$ cat src/rtl/sat_ctr_table_if.sv
// Bus bundle for sat_ctr_table: read port, update port and flush control.
// The master modport drives requests; the slave modport is the counter table.
interface sat_ctr_table_if #(
  parameter int unsigned ENTRIES = 32,
  parameter int unsigned WIDTH   = 2
);
  localparam int unsigned IDX_W = $clog2(ENTRIES);

  logic             rd_en;
  logic [IDX_W-1:0] rd_idx;
  logic             rd_valid;
  logic [WIDTH-1:0] rd_ctr;
  logic             rd_taken;
  logic             upd_en;
  logic [IDX_W-1:0] upd_idx;
  logic             upd_taken;
  logic             clr;
  logic             busy;

  modport master (
    output rd_en, rd_idx, upd_en, upd_idx, upd_taken, clr,
    input  rd_valid, rd_ctr, rd_taken, busy
  );

  modport slave (
    input  rd_en, rd_idx, upd_en, upd_idx, upd_taken, clr,
    output rd_valid, rd_ctr, rd_taken, busy
  );
endinterface

$ cat src/rtl/sat_ctr_table.sv
// Table of saturating up/down counters with a registered read port, an update port
// and a multi-cycle flush sweep. Define SAT_CTR_TABLE_BYPASS_EN to forward same-index updates.
module sat_ctr_table #(
  parameter int unsigned ENTRIES = 32,
  parameter int unsigned WIDTH   = 2,
  parameter int unsigned INIT    = 1 << (WIDTH - 1)
) (
  input logic             clk,
  input logic             rst_n,
  sat_ctr_table_if.slave  bus
);
  localparam int unsigned IDX_W = $clog2(ENTRIES);
  localparam logic [WIDTH-1:0] INIT_V = WIDTH'(INIT);
  localparam logic [WIDTH-1:0] MAX_V  = {WIDTH{1'b1}};
  localparam logic [IDX_W-1:0] LAST_IDX = IDX_W'(ENTRIES - 1);

  typedef enum logic {StIdle, StClear} state_e;

  state_e           r_state;
  logic [IDX_W-1:0] r_ptr;
  logic [WIDTH-1:0] r_table [ENTRIES];
  logic             r_rd_valid;
  logic [WIDTH-1:0] r_rd_ctr;

  logic [WIDTH-1:0] w_upd_old;
  logic [WIDTH-1:0] w_upd_new;
  logic [WIDTH-1:0] w_rd_data;

  assign w_upd_old = r_table[bus.upd_idx];

  always_comb begin
    w_upd_new = w_upd_old;
    if (bus.upd_taken) begin
      if (w_upd_old != MAX_V) w_upd_new = w_upd_old + 1'b1;
    end else begin
      if (w_upd_old != '0) w_upd_new = w_upd_old - 1'b1;
    end
  end

`ifdef SAT_CTR_TABLE_BYPASS_EN
  // Forward a same-index update so the read sees the post-step value.
  assign w_rd_data = (bus.upd_en && (bus.upd_idx == bus.rd_idx)) ? w_upd_new
                                                                  : r_table[bus.rd_idx];
`else
  assign w_rd_data = r_table[bus.rd_idx];
`endif

  always_ff @(posedge clk or negedge rst_n) begin
    if (!rst_n) begin
      for (int i = 0; i < int'(ENTRIES); i++) r_table[i] <= INIT_V;
      r_state    <= StIdle;
      r_ptr      <= '0;
      r_rd_valid <= 1'b0;
      r_rd_ctr   <= '0;
    end else begin
      r_rd_valid <= bus.rd_en;
      if (bus.rd_en) r_rd_ctr <= (r_state == StClear) ? INIT_V : w_rd_data;

      unique case (r_state)
        StIdle: begin
          if (bus.upd_en) r_table[bus.upd_idx] <= w_upd_new;
          if (bus.clr) begin
            r_state <= StClear;
            r_ptr   <= '0;
          end
        end
        StClear: begin
          r_table[r_ptr] <= INIT_V;
          r_ptr          <= r_ptr + 1'b1;
          if (r_ptr == LAST_IDX) r_state <= StIdle;
        end
        default: r_state <= StIdle;
      endcase
    end
  end

  assign bus.rd_valid = r_rd_valid;
  assign bus.rd_ctr   = r_rd_ctr;
  assign bus.rd_taken = r_rd_ctr[WIDTH-1];
  assign bus.busy     = (r_state == StClear);
endmodule

$ cat src/flat_wrapper.sv
// flat-port wrapper written by rule: the top's interface ports become plain ports
module sat_ctr_table_flat 
#(
  parameter int unsigned ENTRIES = 32,
  parameter int unsigned WIDTH   = 2,
  parameter int unsigned INIT    = 1 << (WIDTH - 1)
)
  (clk, rst_n, bus_rd_en, bus_rd_idx, bus_upd_en, bus_upd_idx, bus_upd_taken, bus_clr, bus_rd_valid, bus_rd_ctr, bus_rd_taken, bus_busy);
  sat_ctr_table_if #(.ENTRIES(ENTRIES), .WIDTH(WIDTH)) bus_i ();
  input logic clk;
  input logic rst_n;
  input wire logic [$bits(bus_i.rd_en)-1:0] bus_rd_en;
  input wire logic [$bits(bus_i.rd_idx)-1:0] bus_rd_idx;
  input wire logic [$bits(bus_i.upd_en)-1:0] bus_upd_en;
  input wire logic [$bits(bus_i.upd_idx)-1:0] bus_upd_idx;
  input wire logic [$bits(bus_i.upd_taken)-1:0] bus_upd_taken;
  input wire logic [$bits(bus_i.clr)-1:0] bus_clr;
  output wire logic [$bits(bus_i.rd_valid)-1:0] bus_rd_valid;
  output wire logic [$bits(bus_i.rd_ctr)-1:0] bus_rd_ctr;
  output wire logic [$bits(bus_i.rd_taken)-1:0] bus_rd_taken;
  output wire logic [$bits(bus_i.busy)-1:0] bus_busy;
  assign bus_i.rd_en = bus_rd_en;
  assign bus_i.rd_idx = bus_rd_idx;
  assign bus_i.upd_en = bus_upd_en;
  assign bus_i.upd_idx = bus_upd_idx;
  assign bus_i.upd_taken = bus_upd_taken;
  assign bus_i.clr = bus_clr;
  assign bus_rd_valid = bus_i.rd_valid;
  assign bus_rd_ctr = bus_i.rd_ctr;
  assign bus_rd_taken = bus_i.rd_taken;
  assign bus_busy = bus_i.busy;
  sat_ctr_table #(.ENTRIES(ENTRIES), .WIDTH(WIDTH), .INIT(INIT)) u_core (.clk(clk), .rst_n(rst_n), .bus(bus_i));
endmodule
$ cat config.mk
export PLATFORM = sky130hd
export DESIGN_NAME = sat_ctr_table_flat
export DESIGN_NICKNAME = d
export VERILOG_FILES = /design/src/rtl/sat_ctr_table_if.sv /design/src/rtl/sat_ctr_table.sv /design/src/flat_wrapper.sv
export SDC_FILE = /design/constraint.sdc
export NUM_CORES = 1
export LEC_CHECK = 0
export CELL_PAD_IN_SITES_DETAIL_PLACEMENT = 0
export CELL_PAD_IN_SITES_GLOBAL_PLACEMENT = 1
export CORE_MARGIN = 2
export CORE_UTILIZATION = 50
export DETAILED_ROUTE_END_ITERATION = 12
export PLACE_DENSITY_LB_ADDON = 0.1
export SYNTH_ARGS = -nofsm -noshare
export SYNTH_HDL_FRONTEND = slang
export SYNTH_SLANG_ARGS = --single-unit
$ cat constraint.sdc
create_clock -name clk -period 4.4 [get_ports clk]
set_clock_uncertainty 0.15 [all_clocks]
set_input_delay 0.88 -clock clk [delete_from_list [all_inputs] [get_ports clk]]
set_output_delay 0.88 -clock clk [all_outputs]
set_load 0.1 [all_outputs]
# --- Word-level counts from Yosys, hierarchy flattened ---
# Index checks and enable logic that the tools add are counted.
totals:
  register_bits: 73
  in_bits: 16
  output_inout_bits: 5
classes:
  addsub: 3
  n_lt_le_gt_ge: 5
  eq_ne: 4
  n_mux: 22
  bitwise: 7
  n_reduce_logical: 3
ops:
  columns: ["cell", "n"]
  rows:
  - ["$pmux W64 S2", 1]
  - ["$bwmux W64", 1]
  - ["$mux W64", 1]
  - ["$and A32 B32 Y32", 1]
  - ["$not A32 Y32", 1]
  - ["$or A32 B32 Y32", 1]
  - ["$bmux W2 S5", 2]
  - ["$demux W2 S5", 2]
  - ["$mux W2", 10]
  - ["$ge A6 B6 Y1 const B", 3]
  - ["$not A5 Y6", 3]
  - ["$lt A6 B1 Y1 const B", 2]
  - ["$pmux W5 S2", 1]
  - ["$ne A2 B2 Y1 const B", 3]
  - ["$add A5 B1 Y5 const B", 1]
  - ["$eq A5 B5 Y1 const B", 1]
  - ["$mux W5", 1]
  - ["$add A2 B1 Y2 const B", 1]
  - ["$logic_and A1 B1 Y1", 2]
  - ["$mux W1", 2]
  - ["$pmux W1 S2", 1]
  - ["$reduce_bool A2 Y1", 1]
  - ["$sub A2 B1 Y2 const B", 1]
  - ["$not A1 Y1", 1]

# --- Logic depth before layout (Yosys ltp) ---
# Gate-level depths: netlist (run 1).
depth:
  ltp_word: 10
  depth_mapped: 10
  depth_no_buf: 6

# --- Worst setup path before layout (run 1) ---
# Ideal clock, no wire load.
synth_timing:
  path_type: "input to register"
  startpoint: "input bus_rd_idx[1]"
  endpoint: "register u_core.r_rd_ctr[0], in the netlist u_core.bus.rd_ctr[0]"
  setup_ns: 0.125
  arrival_ns: 2.699
  t_required_ns: 4.125
  slack_ns: 1.425
  stages: 7
  path_buffers: 2
  path_cell_list: "clkbuf_1 clkbuf_1 mux4_2 mux4_2 mux2i_1 nor2_1 mux2_2"
synth_between:
  elab_chain_len: 5
synth_lines:
  columns: ["element", "line_no", "rtl"]
  rows:
  - ["start: declaration", "flat_wrapper.sv:13", "input wire logic [$bits(bus_i.rd_idx)-1:0] bus_rd_idx;"]
  - ["$not A5 Y6 (not written as such)", "sat_ctr_table.sv:45", "assign w_rd_data = r_table[bus.rd_idx];"]
  - ["$bmux W2 S5", "sat_ctr_table.sv:45", null]
  - ["$mux W2 (not written as such) (2 in series)", "sat_ctr_table.sv:45", null]
  - ["$mux W2", "sat_ctr_table.sv:57", "if (bus.rd_en) r_rd_ctr <= (r_state == StClear) ? INIT_V : w_rd_data;"]
  - ["end signal: assignment", "sat_ctr_table.sv:57", null]
  - ["end: declaration", "sat_ctr_table.sv:23", "logic [WIDTH-1:0] r_rd_ctr;"]
# No other way between the ends. The select of a mux whose other input is x is not followed.
# A chain may end at the register's enable or synchronous reset.

# --- Worst setup path after layout (run 1) ---
layout_timing:
  startpoint: "input bus_upd_idx[4]"
  endpoint: "register u_core.r_table[63] in the netlist's numbering"
layout_between:
  elab_chain_len: 10
layout_lines:
  columns: ["element", "line_no", "rtl"]
  rows:
  - ["start: declaration", "flat_wrapper.sv:15", "input wire logic [$bits(bus_i.upd_idx)-1:0] bus_upd_idx;"]
  - ["$not A5 Y6 (not written as such) *", "sat_ctr_table.sv:29, sat_ctr_table.sv:61", null]
  - ["$bmux W2 S5", "sat_ctr_table.sv:29", "assign w_upd_old = r_table[bus.upd_idx];"]
  - ["$mux W2 (not written as such) (2 in series)", "sat_ctr_table.sv:29", null]
  - ["$sub A2 B1 Y2, or another cell as far along", "sat_ctr_table.sv:36", "if (w_upd_old != '0) w_upd_new = w_upd_old - 1'b1;"]
  - ["$mux W2 (on tied branches)", "sat_ctr_table.sv:36, sat_ctr_table.sv:34", null]
  - ["$mux W2", "sat_ctr_table.sv:33", "if (bus.upd_taken) begin"]
  - ["$bwmux W64 *", "sat_ctr_table.sv:61", "if (bus.upd_en) r_table[bus.upd_idx] <= w_upd_new;"]
  - ["$mux W64 *", "sat_ctr_table.sv:61", null]
  - ["$pmux W64 S2 *", "sat_ctr_table.sv:59", "unique case (r_state)"]
  - ["end signal: indexed assignment", "sat_ctr_table.sv:61", null]
  - ["end: declaration", "sat_ctr_table.sv:21", "logic [WIDTH-1:0] r_table [ENTRIES];"]
# Every way passes the cells marked *; elsewhere a longest branch is shown, timed or not. The select of a mux whose other input is x is not followed.

==> results.txt, run 1 <==
The overall overflow remaining after global route is 0. The number of buffers inserted by post-CTS setup repair is 0. Once the clock tree was built, the resizer swapped 0 gates to a different size.

The clock net in this run drives a total of 73 sinks. The type of the worst min-delay path is register to register. The height of the chip came out at 99.5 um.

The pin count of the biggest net entering global routing is 48. The final max-slew violation count came out at 0. Of all nets on the critical path, the largest fanout is 32. The initial antenna violation count came to 0. The starting utilization of the core area came out at 51.8%. The required time of the worst setup path came out at 4.53 ns.

The relative slew slack is 35.2%. The die area came out at 9910 um^2. The number of I/O pins is 21. The fmax came out at 290 MHz.

Summed over its instances, the top area cell type makes up 22.5% of the synthesized netlist area. After routing, the total negative slack on setup checks comes to 0 ns. The DRC violation total after the first TritonRoute iteration is 216. TritonCTS built the clock tree. The number of rows created at floorplan is 34. The residual DRC count came out at 0. The post-route antenna net violation count is 0. For this run, the total global-route usage over all layers was measured as 27.0%. The per-cell via count in the routed design is 6.32. The share of post-route cells with drive strength above 1 came out at 23.2%. The area overhead of the layout relative to synthesis came out at 8.45%. The total vias in the final route is 3,523.

The placer's final routability congestion estimate came out at 0.936. The final antenna diode count is 0. In this run the standard cell core region covers 8810 um^2. The count of warnings emitted by yosys is 0. The sequential area share after synthesis is 40.9%. By area the synthesized netlist is led by sky130_fd_sc_hd__dfrtp_1 (22%), sky130_fd_sc_hd__dfstp_2 (18%), sky130_fd_sc_hd__mux4_2 (12%), sky130_fd_sc_hd__mux2i_1 (12%), sky130_fd_sc_hd__nor2_1 (5.4%). The total clock buffers created by CTS came out at 9. VDD sags by at most 0.319 mV.

The post-synthesis area per instance is 10.5 um^2. The maximum root-to-sink buffer count came out at 2. The wire length after detailed routing came out at 12.6 mm.

The average detailed-routed wire length per instance is 22.6 um. The library cell used most frequently in the layout, excluding fill and tap cells, is sky130_fd_sc_hd__nor2_1. For the finished layout, the period the worst path requires is 3.44 ns.

The critical path in this run is classified as input pin to register. Across the run, the number of max-cap violations was 0. The static power due to leakage is 0.00185 uW.

The number of H-tree branching levels is 3. The number of hold buffers added after CTS is 0. Walking the worst path, the cells encountered are clkdlybuf4s50_1, or3b_1, o22ai_1, nor3_1, o211a_1, maj3_2, o21ai_0.

The tree is rooted in a sky130_fd_sc_hd__clkbuf_8. The buffer and inverter count on the worst path came out at 1. For this design the ratio of total power to cell area is 611 nW/um^2. The post-synthesis net count is 456.

The cell family contributing the most delay on the critical path is compound AO/OA/AOI/OAI gates. The largest stage delay on the critical path came out at 0.68 ns. The biggest area contributor in the post-synthesis netlist is sky130_fd_sc_hd__dfrtp_1. The pin slew with the least headroom to its limit is 0.969 ns. STA classifies the critical path startpoint as an input pin. Data arrives at the worst endpoint at 3.57 ns.

The area of the mapped netlist came out at 4560 um^2. After legalization and detailed placement, the total HPWL measured 8.67 mm. The first global-routing pass estimated 20.1 mm of wire. At the end of the flow the core is filled with cells to 56.2%.

The post-CTS clock slew at the launch and capture registers of the worst setup and hold paths is 0.09 ns. The critical path endpoint category is a register. The flow ran to the end, and the final reports show no timing, DRC or antenna violations.

The synthesis-stage register bit count came out at 73. The source-to-sink clock delay at the later pin of the worst-skew pair is 0.36 ns. Of the available clock period, the critical path in the final layout requires 78.3%. The net count of the finished layout is 465. The post-synthesis instance total came out at 435.

The via count of the first global-routing pass came out at 3,490. The floorplan step set the die width to 99.5 um. In the layout the commonest cells are sky130_fd_sc_hd__nor2_1 (66), sky130_fd_sc_hd__mux2i_1 (53), sky130_fd_sc_hd__o21ai_0 (41), sky130_fd_sc_hd__dfrtp_1 (41), sky130_fd_sc_hd__nor3_1 (33). The slowest stage of the critical path belongs to the cell sky130_fd_sc_hd__clkdlybuf4s50_1.

Setup repair after global routing left no endpoint under its margin. The count of TritonRoute iterations in the first routing pass is 4. Buffers placed on the I/O ports in this run total 20. The hold violation total from the final report is 0. Setup violations remaining at the end of the flow were counted as 0. The number of distinct library cells after synthesis came out at 42. The number of inserted filler cells in the final layout came out at 745.
-- routing by layer --
layer	global-route usage, %	share of wire [%]	vias to the layer above
li1	-	-	1614
met1	39.0	47	1801
met2	42.8	47	94
met3	3.79	4.2	14
met4	7.48	1.4	0
met5	0	0	-
-- synth_stat cells --
cell type and instances:
sky130_fd_sc_hd__a211oi_1 1, sky130_fd_sc_hd__a21o_1 1, sky130_fd_sc_hd__a21oi_1 18, sky130_fd_sc_hd__a21oi_2 13, sky130_fd_sc_hd__a31oi_1 1, sky130_fd_sc_hd__and3_1 1, sky130_fd_sc_hd__and4_1 1, sky130_fd_sc_hd__buf_2 3
sky130_fd_sc_hd__buf_4 4, sky130_fd_sc_hd__buf_6 10, sky130_fd_sc_hd__clkbuf_1 14, sky130_fd_sc_hd__dfrtp_1 41, sky130_fd_sc_hd__dfstp_2 32, sky130_fd_sc_hd__ha_1 5, sky130_fd_sc_hd__inv_1 6, sky130_fd_sc_hd__maj3_2 2
sky130_fd_sc_hd__mux2_2 1, sky130_fd_sc_hd__mux2i_1 53, sky130_fd_sc_hd__mux4_2 25, sky130_fd_sc_hd__nand2_1 12, sky130_fd_sc_hd__nand2b_1 4, sky130_fd_sc_hd__nand3_1 6, sky130_fd_sc_hd__nand3b_1 9, sky130_fd_sc_hd__nand4b_1 1
sky130_fd_sc_hd__nor2_1 66, sky130_fd_sc_hd__nor2b_1 3, sky130_fd_sc_hd__nor3_1 33, sky130_fd_sc_hd__nor4_2 2, sky130_fd_sc_hd__o211a_1 1, sky130_fd_sc_hd__o21a_1 1, sky130_fd_sc_hd__o21ai_0 41, sky130_fd_sc_hd__o21ai_1 2
sky130_fd_sc_hd__o21ai_2 1, sky130_fd_sc_hd__o22ai_1 9, sky130_fd_sc_hd__o22ai_2 1, sky130_fd_sc_hd__o2bb2ai_1 1, sky130_fd_sc_hd__o31ai_1 1, sky130_fd_sc_hd__or3_1 2, sky130_fd_sc_hd__or3b_1 3, sky130_fd_sc_hd__or3b_2 2
sky130_fd_sc_hd__xnor2_1 1, sky130_fd_sc_hd__xor2_1 1
-- cell families after synthesis --
| group | count (synthesis) | share of synthesized area [%] |
|---|---|---|
| flip-flops | 73 | 40.9 |
| adder cells (fa/ha/maj) | 7 | 1.86 |
| buffers and inverters | 37 | 5.10 |
| multiplexers | 79 | 24.2 |
| AND/OR/NAND/NOR | 145 | 15.4 |
| AO/OA/AOI/OAI | 92 | 12.1 |
| XOR/XNOR | 2 | 0.384 |
-- worst register-to-register path: cells and delay by family (launching register included) --
| kind | cells | cell delay, ns |
|---|---|---|
| AOI/OAI and AO/OA | 3 | 0.56 |
| DFF | 1 | 0.41 |
| muxes | 1 | 0.50 |
| and+or+nand+nor | 1 | 0.17 |
| adders and majority gates | 1 | 0.77 |
-- registers in the layout, indices dropped and copies added, names as in the netlist --
register	flops
u_core.r_table	64
u_core.r_ptr	5
u_core.bus.rd_ctr	2
u_core.bus.busy	1
u_core.bus.rd_valid	1
-- layout make-up --
class                           count  area (um^2)  area share (%)
Clock buffer                       12          145            2.93
Tap cell                          108          135            2.73
Inverter                            6         22.5           0.455
Clock inverter                      4         45.0           0.910
Sequential cell                    73         1870            37.7
Multi-Input combinational cell    325         2460            49.8
Timing Repair Buffer               29          270            5.46
-- power breakdown --
part	leakage [uW]	internal (uW)	total, uW	switching [uW]
Sequential	0.000852	1050	1330	281
Combinational	0.000902	498	1170	669
Clock	0.000100	275	530	255
Total	0.00185	1820	3030	1210
-- path summary, 6_finish.rpt --
path / endpoint / cells past startpoint / slack (ns) / start
max: u_core.r_table[63] / 7 / 0.96 / bus_upd_idx[4]
min: u_core.bus.rd_ctr[0] / 1 / 0.36 / u_core.bus.rd_ctr[0]
max reg2reg: u_core.r_table[35] / 6 / 1.74 / u_core.r_table[32]
min reg2reg: u_core.bus.rd_ctr[0] / 1 / 0.36 / u_core.bus.rd_ctr[0]
max in group asynchronous: u_core.r_table[28] / 2 / 2.64 / rst_n
min in group asynchronous: u_core.r_table[62] / 1 / 0.38 / rst_n
-- per-stage QoR --
stage                     power [uW]  hold WS [ns]  cells  setup WS, ns  instance area (um^2)
after floorplan                 2120         0.344    435          1.43                  4560
after global placement          2450         0.345    541         0.618                  4760
after detailed placement        2490         0.349    541         0.613                  4760
after CTS                       3020         0.367    557         0.985                  4950
after global routing            3220         0.396    557         0.785                  4950
final                           3030         0.362    557         0.955                  4950
(Power assumes the default switching activity.)
==> inputs of run 2 (changes only) <==
CORE_UTILIZATION = 44   (was 50)
clock period = 2.97 ns   (was 4.4 ns; I/O delays follow)
==> run 2 against run 1 <==
Sequential power rose by 50%. Count of clock-buffer cells in the layout down 2. Die area grew 13%. Wire length grew 6.2%. Critical path depth increased by 2. Utilization down 4.7 points. Critical endpoint is now u_core.r_table[48]. Non-clock buffer count rose by 23. First-iteration DRC count is 23% higher. Cell area up 6.0%. Largest cell class unchanged.
==> results.txt, run 2 (same netlist as run 1, synthesis figures left out) <==
The run finished with clean final reports. The first-pass GRT wire length is 21.3 mm (+5.8%). The fmax is 362 MHz. The maximum root-to-sink buffer count came out at 2 (unchanged).

The critical path endpoint category is a register. Walking the worst path, the cells encountered are clkdlybuf4s50_1, buf_4, or3b_1, o21ai_0, o21ai_0, o211a_1, maj3_2, buf_4, mux2i_1. The total placed cells including tap cells is 592 (+9.4%).

The height of the chip is 106 um (+6.3%). Setup repair after global routing left no endpoint under its margin. The number of flip-flops under the largest register name is 64 (unchanged). After layout, the minimum clock period comes to 2.76 ns. The final worst slack came out at 0.208 ns (-0.747 ns). The number of max-capacitance violations reported is 0 (unchanged). The final max-slew violation count came out at 0 (unchanged). The total negative slack for setup checks was 0 ns (unchanged). The element type at the critical path start is an input pin. The DRC violation total after the first TritonRoute iteration is 266 (+23%). The library cell used most frequently in the layout, excluding fill and tap cells, is sky130_fd_sc_hd__nor2_1. The number of I/O pins came out at 21 (unchanged).

The die width came out at 106 um (+6.3%). The total vias in the final route came out at 3,601 (+2.2%). The pin slew with the least headroom to its limit is 0.742 ns (-0.226 ns). The critical path is of the input pin to register type.

The final cell count without fillers is 608 (+9.2%). The source-to-sink clock delay at the later pin of the worst-skew pair is 0.37 ns (about the same). The wire length after detailed routing is 13.4 mm (+6.2%). The post-CTS clock slew at the launch and capture registers of the worst setup and hold paths came out at 0.09 ns (about the same).

The placer's final routability congestion estimate was 1.02 (+9.2%). The power density relative to cell area came out at 889 nW/um^2 (+45%). The post-route antenna net violation count came out at 0 (unchanged). The post-route clock period utilization is 93.0%.

The pin count of the biggest net entering global routing is 45 (-6.3%). The largest stage delay on the critical path came out at 0.49 ns (-0.19 ns). The minimum hold slack came out at 0.118 ns (-0.243 ns). The top cell types in the final layout, fill and taps aside, are sky130_fd_sc_hd__nor2_1 (66), sky130_fd_sc_hd__mux2i_1 (53), sky130_fd_sc_hd__o21ai_0 (41), sky130_fd_sc_hd__dfrtp_1 (41), sky130_fd_sc_hd__nor3_1 (33). The overall overflow remaining after global route is 0 (unchanged). The overall global routing resource usage is 25.6% (-1.4 points). The number of rows created at floorplan came out at 37 (+8.8%).

The initial antenna violation count is 0 (unchanged). TritonCTS built the clock tree. The via count of the first global-routing pass came out at 3,662 (+4.9%). The tree is rooted in a sky130_fd_sc_hd__clkbuf_8. The buffer and inverter count on the worst path is 3 (+2).

The static power due to leakage is 0.00200 uW (+7.8%). The die area is 11,200 um^2 (+13%). The area after detailed placement came to 5020 um^2 (+5.4%). The number of setup violations in the final report came to 0 (unchanged).

The count of TritonRoute iterations in the first routing pass is 5 (+1). The cell at the slowest stage of the critical path is sky130_fd_sc_hd__clkdlybuf4s50_1. The final antenna diode count is 0 (unchanged). The final HPWL from detailed placement came to 9.33 mm (+7.7%). The type of the worst min-delay path is input pin to async pin.

Ranked by flip-flop count, first place goes to u_core.r_table. The arrival time at the worst endpoint is 2.89 ns (-0.68 ns). The per-cell via count in the routed design is 5.92 (-6.4%). The final design instance area without fill is 5250 um^2 (+6.0%). The standard cell core area came out at 10,200 um^2 (+16%). The number of H-tree branching levels was 3 (unchanged).

The number of buffers inserted by post-CTS setup repair is 0 (unchanged). The hold violation total from the final report was 0 (unchanged). The number of sinks handled by clock tree synthesis is 73 (unchanged). The residual DRC count is 0 (unchanged).

The starting utilization of the core area is 44.8% (-7.0 points). The area overhead of the layout relative to synthesis came out at 15.0%. The net count of the finished layout is 488 (+4.9%). The largest fanout on the critical path came out at 12 (-63%).

The worst register-to-register path begins at u_core.r_table[32]. The required time of the worst setup path came to 3.10 ns (-1.43 ns). The total clock buffers created by CTS came to 9 (unchanged). The worst IR drop on VDD came out at 0.597 mV (+87%).

The launching element of the worst setup path is bus_upd_idx[4]. The number of buffer cells added on primary ports was 20 (unchanged). The pre-CTS setup slack came out at -0.242 ns (-0.854 ns). On the critical path the largest part of the delay comes from buffers and inverters. The relative slew slack came out at 50.4% (+15 points). The average detailed-routed wire length per instance is 22.0 um (-2.7%). The share of post-route cells with drive strength above 1 is 28.4% (+5.2 points).
## run 2: layer usage
layer / vias to the layer above / global-route usage [%] / share of wire [%]
met5: - / 0 / 0
met4: 0 / 12.1 / 2.8
met3: 24 / 3.90 / 4.4
met2: 91 / 39.2 / 46
met1: 1828 / 35.7 / 46
li1: 1658 / - / -
## run 2: what timing repair did
action | in CTS | in global routing
setup endpoints to repair | 0 | 23
hold buffers | 0 | 0
resized for setup | 0 | 1
## run 2: final cells by class
type	count	area [um^2]
fillers	912	4940
multi-input cells	325	2460
flip-flops and latches	73	1870
repair buffers	52	495
well taps	136	170
clock buffers	10	138
clock inverters	6	91.3
inverters	6	22.5
## run 2: worst paths after layout
kind,end,slack [ns],cells after the start
max,u_core.r_table[48],0.21,9
min,u_core.bus.rd_valid,0.12,1
max reg2reg,u_core.r_table[48],0.62,7
min reg2reg,u_core.r_table[62],0.40,2
max in group asynchronous,u_core.r_table[15],1.79,2
min in group clk,u_core.r_table[62],0.40,2
## run 2: where the power goes
part / switching (uW) / total [uW] / leakage [uW] / internal (uW)
Combinational: 987 / 1770 / 0.00104 / 786
Clock: 402 / 899 / 0.000105 / 497
Sequential: 445 / 1990 / 0.000852 / 1550
Total: 1830 / 4670 / 0.00200 / 2830
## run 2: stage by stage
| stage | util (%) | power, uW |
|---|---|---|
| detailed placement | 49.3 | 3760 |
| global route | 51.5 | 4960 |
| CTS | 51.5 | 4670 |
| finish | 51.5 | 4670 |
| floorplan | - | 3140 |
| global placement | 49.3 | 3710 |
## run 2: worst register-to-register path: cells and delay by family (launching register included)
family	cells	cell delay, ns
compound gates	2	0.32
fa+ha+maj	1	0.35
buf+inv	1	0.21
flops	1	0.41
mux	2	0.67
simple gates	1	0.15
==> inputs of run 3 (changes only) <==
CORE_MARGIN = 8   (was 2)
SETUP_SLACK_MARGIN = 0.15   (was unset)
==> run 3 against run 2 <==
Critical path depth decreased by 2. Clock power fell by 12%. Non-clock buffer count fell by 5. Via count grew 1.8%. Cell count is 0.82% lower. Largest cell class unchanged.
==> results.txt, run 3 (same netlist as run 1, synthesis figures left out) <==
The flow ran to the end, and the final reports show no timing, DRC or antenna violations. The average detailed-routed wire length per instance was 22.3 um (+1.5%). The number of setup violations in the final report came out at 0 (unchanged). The number of inserted filler cells in the final layout came out at 913 (+0.11%). The fmax is 362 MHz (about the same). The per-cell via count in the routed design was 6.08 (+2.7%). The final max-slew violation count came out at 0 (unchanged). The via count of the first global-routing pass came out at 3,526 (-3.7%). The overall overflow remaining after global route came out at 0 (unchanged).

The post-route antenna net violation count was 0 (unchanged). The post-CTS clock slew at the launch and capture registers of the worst setup and hold paths is 0.08 ns (about the same). The height of the chip was 118 um (+11%). The power share of the combinational group is 38.9% (+0.9 points). The die width is 118 um (+11%). The area overhead of the layout relative to synthesis came out at 14.0%. The share of post-route cells with drive strength above 1 came out at 27.8% (-0.55 points). The minimum hold slack was 0.0864 ns (-0.0321 ns). The wire length after detailed routing was 13.5 mm (+0.64%). The number of rows created at floorplan is 37 (unchanged). The startpoint-to-endpoint class of the critical path is input pin to register. The number of I/O pins came out at 21 (unchanged). The cell at the slowest stage of the critical path is sky130_fd_sc_hd__mux4_2. The number of resized instances in the post-cts repair step was 0 (unchanged).

The initial antenna violation count was 0 (unchanged). The switching share of total power came out at 39.7% (+0.43 points). The critical path endpoint category is a register.

The DRC violation total after the first TritonRoute iteration is 374 (+41%). The pin count of the biggest net entering global routing is 52 (+16%). Counting stages on the worst path, the most repeated cell is sky130_fd_sc_hd__mux4_2. The type of the worst min-delay path is input pin to async pin. The relative slew slack is 51.5% (+1.1 points). The pin slew with the least headroom to its limit came out at 0.725 ns (-0.0170 ns). u_core.r_table holds more flip-flops than any other register. The clock power share came to 17.3% (-2.0 points). The post-route clock period utilization is 93.0% (about the same).

The source-to-sink clock delay at the later pin of the worst-skew pair is 0.34 ns (-0.03 ns). The starting utilization of the core area came out at 44.8% (unchanged). The hold violation total from the final report came to 0 (unchanged). The total clock buffers created by CTS is 9 (unchanged).

On the critical path the largest part of the delay comes from multiplexers. The final HPWL from detailed placement was 9.42 mm (+0.94%). The total vias in the final route is 3,667 (+1.8%). The number of buffer cells added on primary ports came out at 20 (unchanged). The maximum root-to-sink buffer count is 2 (unchanged). The static power due to leakage is 0.00199 uW (-0.66%). The worst IR drop on VDD is 0.479 mV (-20%). The number of sinks handled by clock tree synthesis came out at 73 (unchanged). The die area was 13,900 um^2 (+24%). The final antenna diode count is 0 (unchanged). The residual DRC count came out at 0 (unchanged). The number of max-capacitance violations reported is 0 (unchanged). The largest fanout on the critical path was 16 (+4).

The post-layout minimum cycle time came out at 2.76 ns (-0.000216 ns). The critical path goes through clkdlybuf4s50_1, buf_12, mux4_2, mux4_2, mux2i_1, nor2_1, mux2_2. The total negative slack for setup checks came out at 0 ns (unchanged). The leading cell type in the layout, fill and taps excluded is sky130_fd_sc_hd__nor2_1. The number of hold buffers added after CTS is 0 (unchanged). The largest stage delay on the critical path came out at 0.56 ns (+0.07 ns). The internal power component is 2750 uW (-3.0%). The overall global routing resource usage came out at 19.4% (-6.2 points). The number of H-tree branching levels is 3 (unchanged).

The placer's final routability congestion estimate is 0.889 (-13%). The sequential power share came out at 43.8% (+1.1 points). The first-pass GRT wire length is 21.1 mm (-0.81%).

Setup repair after global routing left no endpoint under its margin. The number of flip-flops under the largest register name is 64 (unchanged). The root cell of the clock tree is sky130_fd_sc_hd__clkbuf_8. The standard cell core area came out at 10,200 um^2 (unchanged). The net count of the finished layout was 483 (-1.0%). The clock tree from TritonCTS is done.

The arrival time at the worst endpoint came out at 2.85 ns (-0.04 ns). The number of buffers inserted by post-CTS setup repair was 0 (unchanged). STA classifies the critical path startpoint as an input pin. Leaving out fill and tap cells, the most frequent cells in the layout are sky130_fd_sc_hd__nor2_1 (66), sky130_fd_sc_hd__mux2i_1 (53), sky130_fd_sc_hd__dfrtp_1 (41), sky130_fd_sc_hd__o21ai_0 (40), sky130_fd_sc_hd__nor3_1 (33). The buffer and inverter count on the worst path came out at 2 (-1).

The count of TritonRoute iterations in the first routing pass is 4 (-1). The power density relative to cell area is 877 nW/um^2 (-1.4%). The required time of the worst setup path is 3.06 ns (-0.04 ns). The net load switching power is 1810 uW (-1.2%).
==> run 3: power groups by stage <==
stage          registers (uW)  logic (uW)  clock network, uW
5_1_grt                  2050        1930                841
2_1_floorplan            1810        1330                  0
3_3_place_gp             1980        1730                  0
4_1_cts                  1990        1770                797
6_report                 2000        1780                787
3_5_place_dp             2010        1760                  0
==> run 3: metrics by stage <==
step | area (um^2) | worst slack (ns) | instances | util [%] | total power (uW)
after floorplan | 4560 | 0.281 | 435 | - | 3140
after global placement | 4990 | -0.140 | 587 | 49.0 | 3710
after detailed placement | 4990 | -0.145 | 587 | 49.0 | 3770
after CTS | 5180 | 0.207 | 603 | 50.9 | 4550
after global routing | 5200 | 0.128 | 603 | 51.1 | 4810
final | 5200 | 0.208 | 603 | 51.1 | 4560
==> run 3: per-layer routing <==
layer,up-vias,track usage (%),part of all wire (%)
li1,1655,-,-
met4,0,4.64,1.0
met3,10,3.21,6.0
met2,130,30.6,47
met1,1872,27.3,46
met5,-,0,0
==> run 3: final timing paths <==
kind                       slack, ns                    to  cells after the start                 start
setup / recovery                0.21  u_core.bus.rd_ctr[0]                      7         bus_rd_idx[0]
hold / removal                  0.09   u_core.bus.rd_valid                      1                 rst_n
setup reg to reg                0.70    u_core.r_table[10]                      5       u_core.bus.busy
hold reg to reg                 0.39  u_core.bus.rd_ctr[0]                      1  u_core.bus.rd_ctr[0]
max in group asynchronous       1.84    u_core.r_table[13]                      2                 rst_n
min in group clk                0.39  u_core.bus.rd_ctr[0]                      1  u_core.bus.rd_ctr[0]
==> run 3: final cells by class <==
| class | count | area, um^2 | area share (%) |
|---|---|---|---|
| Clock buffer | 13 | 149 | 2.86 |
| Clock inverter | 3 | 40.0 | 0.770 |
| Inverter | 6 | 22.5 | 0.433 |
| Multi-Input combinational cell | 325 | 2480 | 47.7 |
| Sequential cell | 73 | 1870 | 35.9 |
| Tap cell | 136 | 170 | 3.27 |
| Timing Repair Buffer | 47 | 473 | 9.09 |
==> run 3: worst register-to-register path, cell delays in order, from the launching register on <==
cell and delay, ns:
sky130_fd_sc_hd__dfrtp_1 0.58, sky130_fd_sc_hd__nand2b_1 0.26, sky130_fd_sc_hd__nor2_1 0.19, sky130_fd_sc_hd__nand2_1 0.38, sky130_fd_sc_hd__nor2_1 0.41, sky130_fd_sc_hd__mux2i_1 0.22
